`config.mk`:
```
export PLATFORM = sky130hd
export DESIGN_NAME = audio_stream_ctrl
export DESIGN_NICKNAME = d
export VERILOG_FILES = /design/src/rtl/audio_stream_ctrl.sv
export SDC_FILE = /design/constraint.sdc
export NUM_CORES = 1
export LEC_CHECK = 0
export ABC_AREA = 1
export ABC_CLOCK_PERIOD_IN_PS = 2140
export BUFFER_PORTS_ARGS = -buffer_cell sky130_fd_sc_hd__buf_2
export CORE_MARGIN = 2
export CORE_UTILIZATION = 50
export DETAILED_ROUTE_END_ITERATION = 7
export GPL_TIMING_DRIVEN = 0
export PLACE_DENSITY = 0.84
export RECOVER_POWER = 25
export SETUP_SLACK_MARGIN = 0.05
export SLEW_MARGIN = 20
export SYNTH_ARGS = -nofsm -noshare
export SYNTH_HDL_FRONTEND = slang
export SYNTH_SLANG_ARGS = --single-unit
```
`constraint.sdc`:
```
create_clock -name CLOCK_50 -period 2.14 [get_ports CLOCK_50]
set_clock_uncertainty 0.05 [all_clocks]
set_input_delay 0.428 -clock CLOCK_50 [delete_from_list [all_inputs] [get_ports CLOCK_50]]
set_output_delay 0.428 -clock CLOCK_50 [all_outputs]
set_load 0.05 [all_outputs]
```
`src/rtl/audio_stream_ctrl.sv`:
```
// CODEC sample-pair sequencer: ADC pop -> optional processing stage -> DAC push, with drop/sample stats.
// Optional build macro AUDIO_STREAM_MUTE_EN adds a mute input that zeroes data loaded into writedata_*.
`timescale 1ns/1ps
module audio_stream_ctrl #(
    parameter int DATA_W         = 24,
    parameter int TIMEOUT_CYCLES = 4096,
    parameter int CNT_W          = 16
) (
    input  logic              CLOCK_50,
    input  logic              reset_n,
`ifdef AUDIO_STREAM_MUTE_EN
    input  logic              mute,
`endif
    input  logic              bypass,
    input  logic              read_ready,
    input  logic [DATA_W-1:0] readdata_left,
    input  logic [DATA_W-1:0] readdata_right,
    output logic              read,
    input  logic              write_ready,
    output logic [DATA_W-1:0] writedata_left,
    output logic [DATA_W-1:0] writedata_right,
    output logic              write,
    output logic              proc_out_valid,
    input  logic              proc_out_ready,
    output logic [DATA_W-1:0] proc_out_left,
    output logic [DATA_W-1:0] proc_out_right,
    input  logic              proc_in_valid,
    input  logic [DATA_W-1:0] proc_in_left,
    input  logic [DATA_W-1:0] proc_in_right,
    output logic              proc_in_ready,
    output logic              busy,
    output logic [CNT_W-1:0]  sample_count,
    output logic [CNT_W-1:0]  drop_count
);

    // state     | meaning
    // RD_WAIT   | idle, waiting for an ADC sample pair
    // RD_ACK    | pop pulse to CODEC, bypass decision
    // PROC_SEND | offering pair to the processing stage
    // PROC_WAIT | waiting for processed pair (timed)
    // WR_WAIT   | waiting for DAC FIFO space (timed)
    // WR_ACK    | push pulse to CODEC, count sample
    typedef enum logic [2:0] {
        S_RD_WAIT,
        S_RD_ACK,
        S_PROC_SEND,
        S_PROC_WAIT,
        S_WR_WAIT,
        S_WR_ACK
    } state_t;

    localparam int WAIT_W = (TIMEOUT_CYCLES > 1) ? $clog2(TIMEOUT_CYCLES) : 1;
    localparam logic [WAIT_W-1:0] WAIT_LAST = WAIT_W'(TIMEOUT_CYCLES - 1);

    state_t              r_state;
    logic [WAIT_W-1:0]   r_wait_cnt;
    logic [DATA_W-1:0]   r_hold_l;
    logic [DATA_W-1:0]   r_hold_r;
    logic [DATA_W-1:0]   r_wd_l;
    logic [DATA_W-1:0]   r_wd_r;
    logic                r_read;
    logic                r_write;
    logic                r_pov;
    logic                r_pir;
    logic                r_busy;
    logic [CNT_W-1:0]    r_samples;
    logic [CNT_W-1:0]    r_drops;
    logic                w_mute;
    logic                w_expired;

`ifdef AUDIO_STREAM_MUTE_EN
    assign w_mute = mute;
`else
    assign w_mute = 1'b0;
`endif

    assign w_expired = (r_wait_cnt == WAIT_LAST);

    always_ff @(posedge CLOCK_50) begin
        if (!reset_n) begin
            r_state    <= S_RD_WAIT;
            r_wait_cnt <= '0;
            r_hold_l   <= '0;
            r_hold_r   <= '0;
            r_wd_l     <= '0;
            r_wd_r     <= '0;
            r_read     <= 1'b0;
            r_write    <= 1'b0;
            r_pov      <= 1'b0;
            r_pir      <= 1'b0;
            r_busy     <= 1'b0;
            r_samples  <= '0;
            r_drops    <= '0;
        end else begin
            r_read  <= 1'b0;
            r_write <= 1'b0;
            case (r_state)
                S_RD_WAIT: begin
                    if (read_ready) begin
                        r_hold_l <= readdata_left;
                        r_hold_r <= readdata_right;
                        r_read   <= 1'b1;
                        r_busy   <= 1'b1;
                        r_state  <= S_RD_ACK;
                    end
                end
                S_RD_ACK: begin
                    if (bypass) begin
                        r_wd_l     <= w_mute ? '0 : r_hold_l;
                        r_wd_r     <= w_mute ? '0 : r_hold_r;
                        r_wait_cnt <= '0;
                        r_state    <= S_WR_WAIT;
                    end else begin
                        r_pov   <= 1'b1;
                        r_state <= S_PROC_SEND;
                    end
                end
                S_PROC_SEND: begin
                    if (proc_out_ready) begin
                        r_pov      <= 1'b0;
                        r_pir      <= 1'b1;
                        r_wait_cnt <= '0;
                        r_state    <= S_PROC_WAIT;
                    end
                end
                S_PROC_WAIT: begin
                    // a late response on the expiry cycle still completes the sample
                    if (proc_in_valid) begin
                        r_wd_l     <= w_mute ? '0 : proc_in_left;
                        r_wd_r     <= w_mute ? '0 : proc_in_right;
                        r_pir      <= 1'b0;
                        r_wait_cnt <= '0;
                        r_state    <= S_WR_WAIT;
                    end else if (w_expired) begin
                        r_pir   <= 1'b0;
                        r_busy  <= 1'b0;
                        r_state <= S_RD_WAIT;
                        if (r_drops != '1) r_drops <= r_drops + 1'b1;
                    end else begin
                        r_wait_cnt <= r_wait_cnt + 1'b1;
                    end
                end
                S_WR_WAIT: begin
                    if (write_ready) begin
                        r_write <= 1'b1;
                        r_state <= S_WR_ACK;
                    end else if (w_expired) begin
                        r_busy  <= 1'b0;
                        r_state <= S_RD_WAIT;
                        if (r_drops != '1) r_drops <= r_drops + 1'b1;
                    end else begin
                        r_wait_cnt <= r_wait_cnt + 1'b1;
                    end
                end
                S_WR_ACK: begin
                    r_samples <= r_samples + 1'b1;
                    r_busy    <= 1'b0;
                    r_state   <= S_RD_WAIT;
                end
                default: begin
                    r_pov   <= 1'b0;
                    r_pir   <= 1'b0;
                    r_busy  <= 1'b0;
                    r_state <= S_RD_WAIT;
                end
            endcase
        end
    end

    assign read            = r_read;
    assign write           = r_write;
    assign writedata_left  = r_wd_l;
    assign writedata_right = r_wd_r;
    assign proc_out_valid  = r_pov;
    assign proc_out_left   = r_hold_l;
    assign proc_out_right  = r_hold_r;
    assign proc_in_ready   = r_pir;
    assign busy            = r_busy;
    assign sample_count    = r_samples;
    assign drop_count      = r_drops;

endmodule

```
==> run metrics <==
Setup WS post-layout 0.2494 ns; RSZ-0062 raised after global routing false; NetSw 3.751 mW; Slew @ Worst Pin 0.7314 ns; clock buffer depth 2; Routed wire per std cell 15.86 microns; initial antenna violation count 0; number of synthesized flops with an enable pin 0; largest net degree at the start of global routing 17; Synth Register Bits 148; critical path data required time 2.41 ns; DP Cell Count 1347; min Tclk post-route 1.891 ns; clk_lat worst skew 0.43 ns; first-pass GRT wire length 33.75 mm; Synthesis Warnings 0; Hold Crit Class in2reg; GR Util All Layers 0.2962; Post-Syn Area per Cell 7.198 sq um; die area 14420 sq um; register area 2963 sq um; Peak Freq 0.5289 GHz; Synth-to-Final Area Change 28.88%; cts hold-fix bufs 0; area occupied by multi-input gates 3311 sq um; clock sinks 148; Ports 236; Pwr Total 9.504 mW; Critical Path Start Type register; DP Worst Slack 0.09761 ns; Die Y 120.1 microns; DRT iter0 DRCs 698; # rows 42; Port Buffers 235; final wirelength 21.88 mm; cells after synthesis 936; H-Tree Depth 4; async set or reset register ratio after synthesis 0; Core Region 13190 sq um; DR pass1 iterations 6; vias 7575; Synth cell types 36; clock buffer count from CTS 17; setup violators final 0; final cell count without fillers 1379; final RePlAce weighted congestion 0.9619; remaining global-route overflow 0; number of global-route vias before repair 6660; CTS tree done; Clk pwr share 0.332; Root Driver clkbuf_16; drt drc 0; ant diodes 0; Final nets 1297; Slew HR 0.5145; max cap viols 0; Fin Setup TNS 0 ns; Chip Width 120.1 microns; ys flop type dfxtp_1; area of the mapped netlist 6738 sq um; status complete, no violations; Lkg Pwr 3.608 nW; Net Sw Frac 0.3947; Initial Util 0.5108; crit-path max FO 10; fin crit share 0.8834; synthesized net count 1042; sequential group share of total power 0.354; crit end category register; DPL Wire Length 15.87 mm; Seq/Total Area, Yosys 0.4397; Clk pin slew, worst setup/hold paths 0.06 ns; vias per std cell 5.493; Layout Utilization 0.6583; Pins Over Slew Limit 0; Final ANT Viol Nets 0; combinational share of power 0.314; peak supply drop 671.3 uV; Pint 5.753 mW; crit path kind reg2reg; Critical Path AT 2.16 ns; share of cells above drive strength 1 0.2186; P per Cell Area 1095 nW/um^2; Hold Violations, Final 0; Fillers 1221
## path summary, 6_finish.rpt
kind	cells past startpoint	slack, ns	from	end
worst max-delay path	9	0.25	r_state[1]	sample_count[15]
worst min-delay path	3	0.21	proc_in_right[2]	writedata_right[2]
worst max register to register	9	0.25	r_state[1]	sample_count[15]
worst min register to register	2	0.42	proc_in_ready	proc_in_ready
## cells in the final DEF (no fill, tap or decap), drive strengths merged
cell      netlist  routed
clkinv          1       6
nand3b          1       1
o32ai           1       1
clkbuf         34     120
o21bai          2       2
nor3           12      12
o211ai          1       1
bufinv          0       4
nand4          14      14
buf            20     189
a21oi          86      86
and3            1       1
clkinvlp        0       2
o21ai          56      56
nand3          88      88
dfxtp         148     148
xor2           11      11
ha              3       3
o21a            1       1
nand2         291     291
a31oi          49      49
inv            58      59
xnor2           5       5
nor2           53      53
## what timing repair did
action,CTS,global route
buffers inserted,0,1
gates resized for setup,0,3
endpoints found under the setup margin,0,21
## sequential cells by signal (all words and copies together), names as in the netlist
signal and count:
proc_out_left 24, proc_out_right 24, writedata_left 24, writedata_right 24
drop_count 16, sample_count 16, r_wait_cnt 12, r_state 3
busy 1, proc_in_ready 1, proc_out_valid 1, read 1
write 1
## cell usage after synthesis (2+ instances only)
master      n  share of area
xor2_1     11          0.014
nor2_1     45          0.025
ha_1        3         0.0056
xnor2_1     5         0.0065
nand4_1    13          0.012
clkbuf_1   34          0.019
inv_1      54          0.030
nand2_1   277           0.15
nand2_2    13          0.012
nor2_4      7          0.012
inv_2       4         0.0022
nor3_2      2         0.0030
buf_6       2         0.0033
buf_4       2         0.0022
dfxtp_1   148           0.44
o21ai_0    55          0.041
o21bai_1    2         0.0022
a31oi_1    49          0.045
nand3_2     4         0.0059
a21oi_2    10          0.013
nor3_1     10         0.0074
a21oi_1    76          0.056
nand3_1    83          0.062
buf_2      15          0.011
## through the flow
stage,area (sq um),hold slack (ns)
floorplan,6738,0.4086
global placement,8134,0.4012
detailed placement,8134,0.4043
CTS,8757,0.2018
global route,8683,0.2083
finish,8683,0.2127
## per-layer routing
layer  global-route usage  share of wire
met4               0.1022          0.025
met1               0.3909           0.41
met2               0.4826           0.47
met5                    0              0
met3              0.05941          0.095
## final cells by class
cell class | count | share of cell area
Inverter | 59 | 0.02565
Clock buffer | 19 | 0.05101
Tap cell | 176 | 0.02536
Multi-Input combinational cell | 675 | 0.3813
Clock inverter | 12 | 0.02075
Timing Repair Buffer | 236 | 0.1267
Buffer | 54 | 0.02810
Sequential cell | 148 | 0.3412
## worst max-delay path, cell delays in order, from the launching register on
cell and delay [ns]:
dfxtp_1 0.31, buf_6 0.14, inv_2 0.08, nand3_1 0.36, nor2_4 0.28, nand4_2 0.15
nor2_1 0.20, nand3_1 0.09, nand2_1 0.07, nor2_1 0.04
## power groups by stage
stage | combinational (mW) | clock (mW) | sequential, mW
final | 2.99 | 3.16 | 3.36
after global routing | 3.19 | 3.30 | 3.40
after CTS | 3.02 | 3.17 | 3.35
after detailed placement | 3.01 | 0 | 3.40
after global placement | 2.97 | 0 | 3.40
after floorplan | 1.08 | 0 | 4.48
## kinds of logic after synthesis
logic type	synth area share
XOR/XNOR	0.02080
AND/OR/NAND/NOR	0.3023
flip-flops	0.4397
buffers and inverters	0.06926
adder cells (fa/ha/maj)	0.005572
AO/OA/AOI/OAI	0.1623
Note: power is estimated with default switching activity, not from simulation.
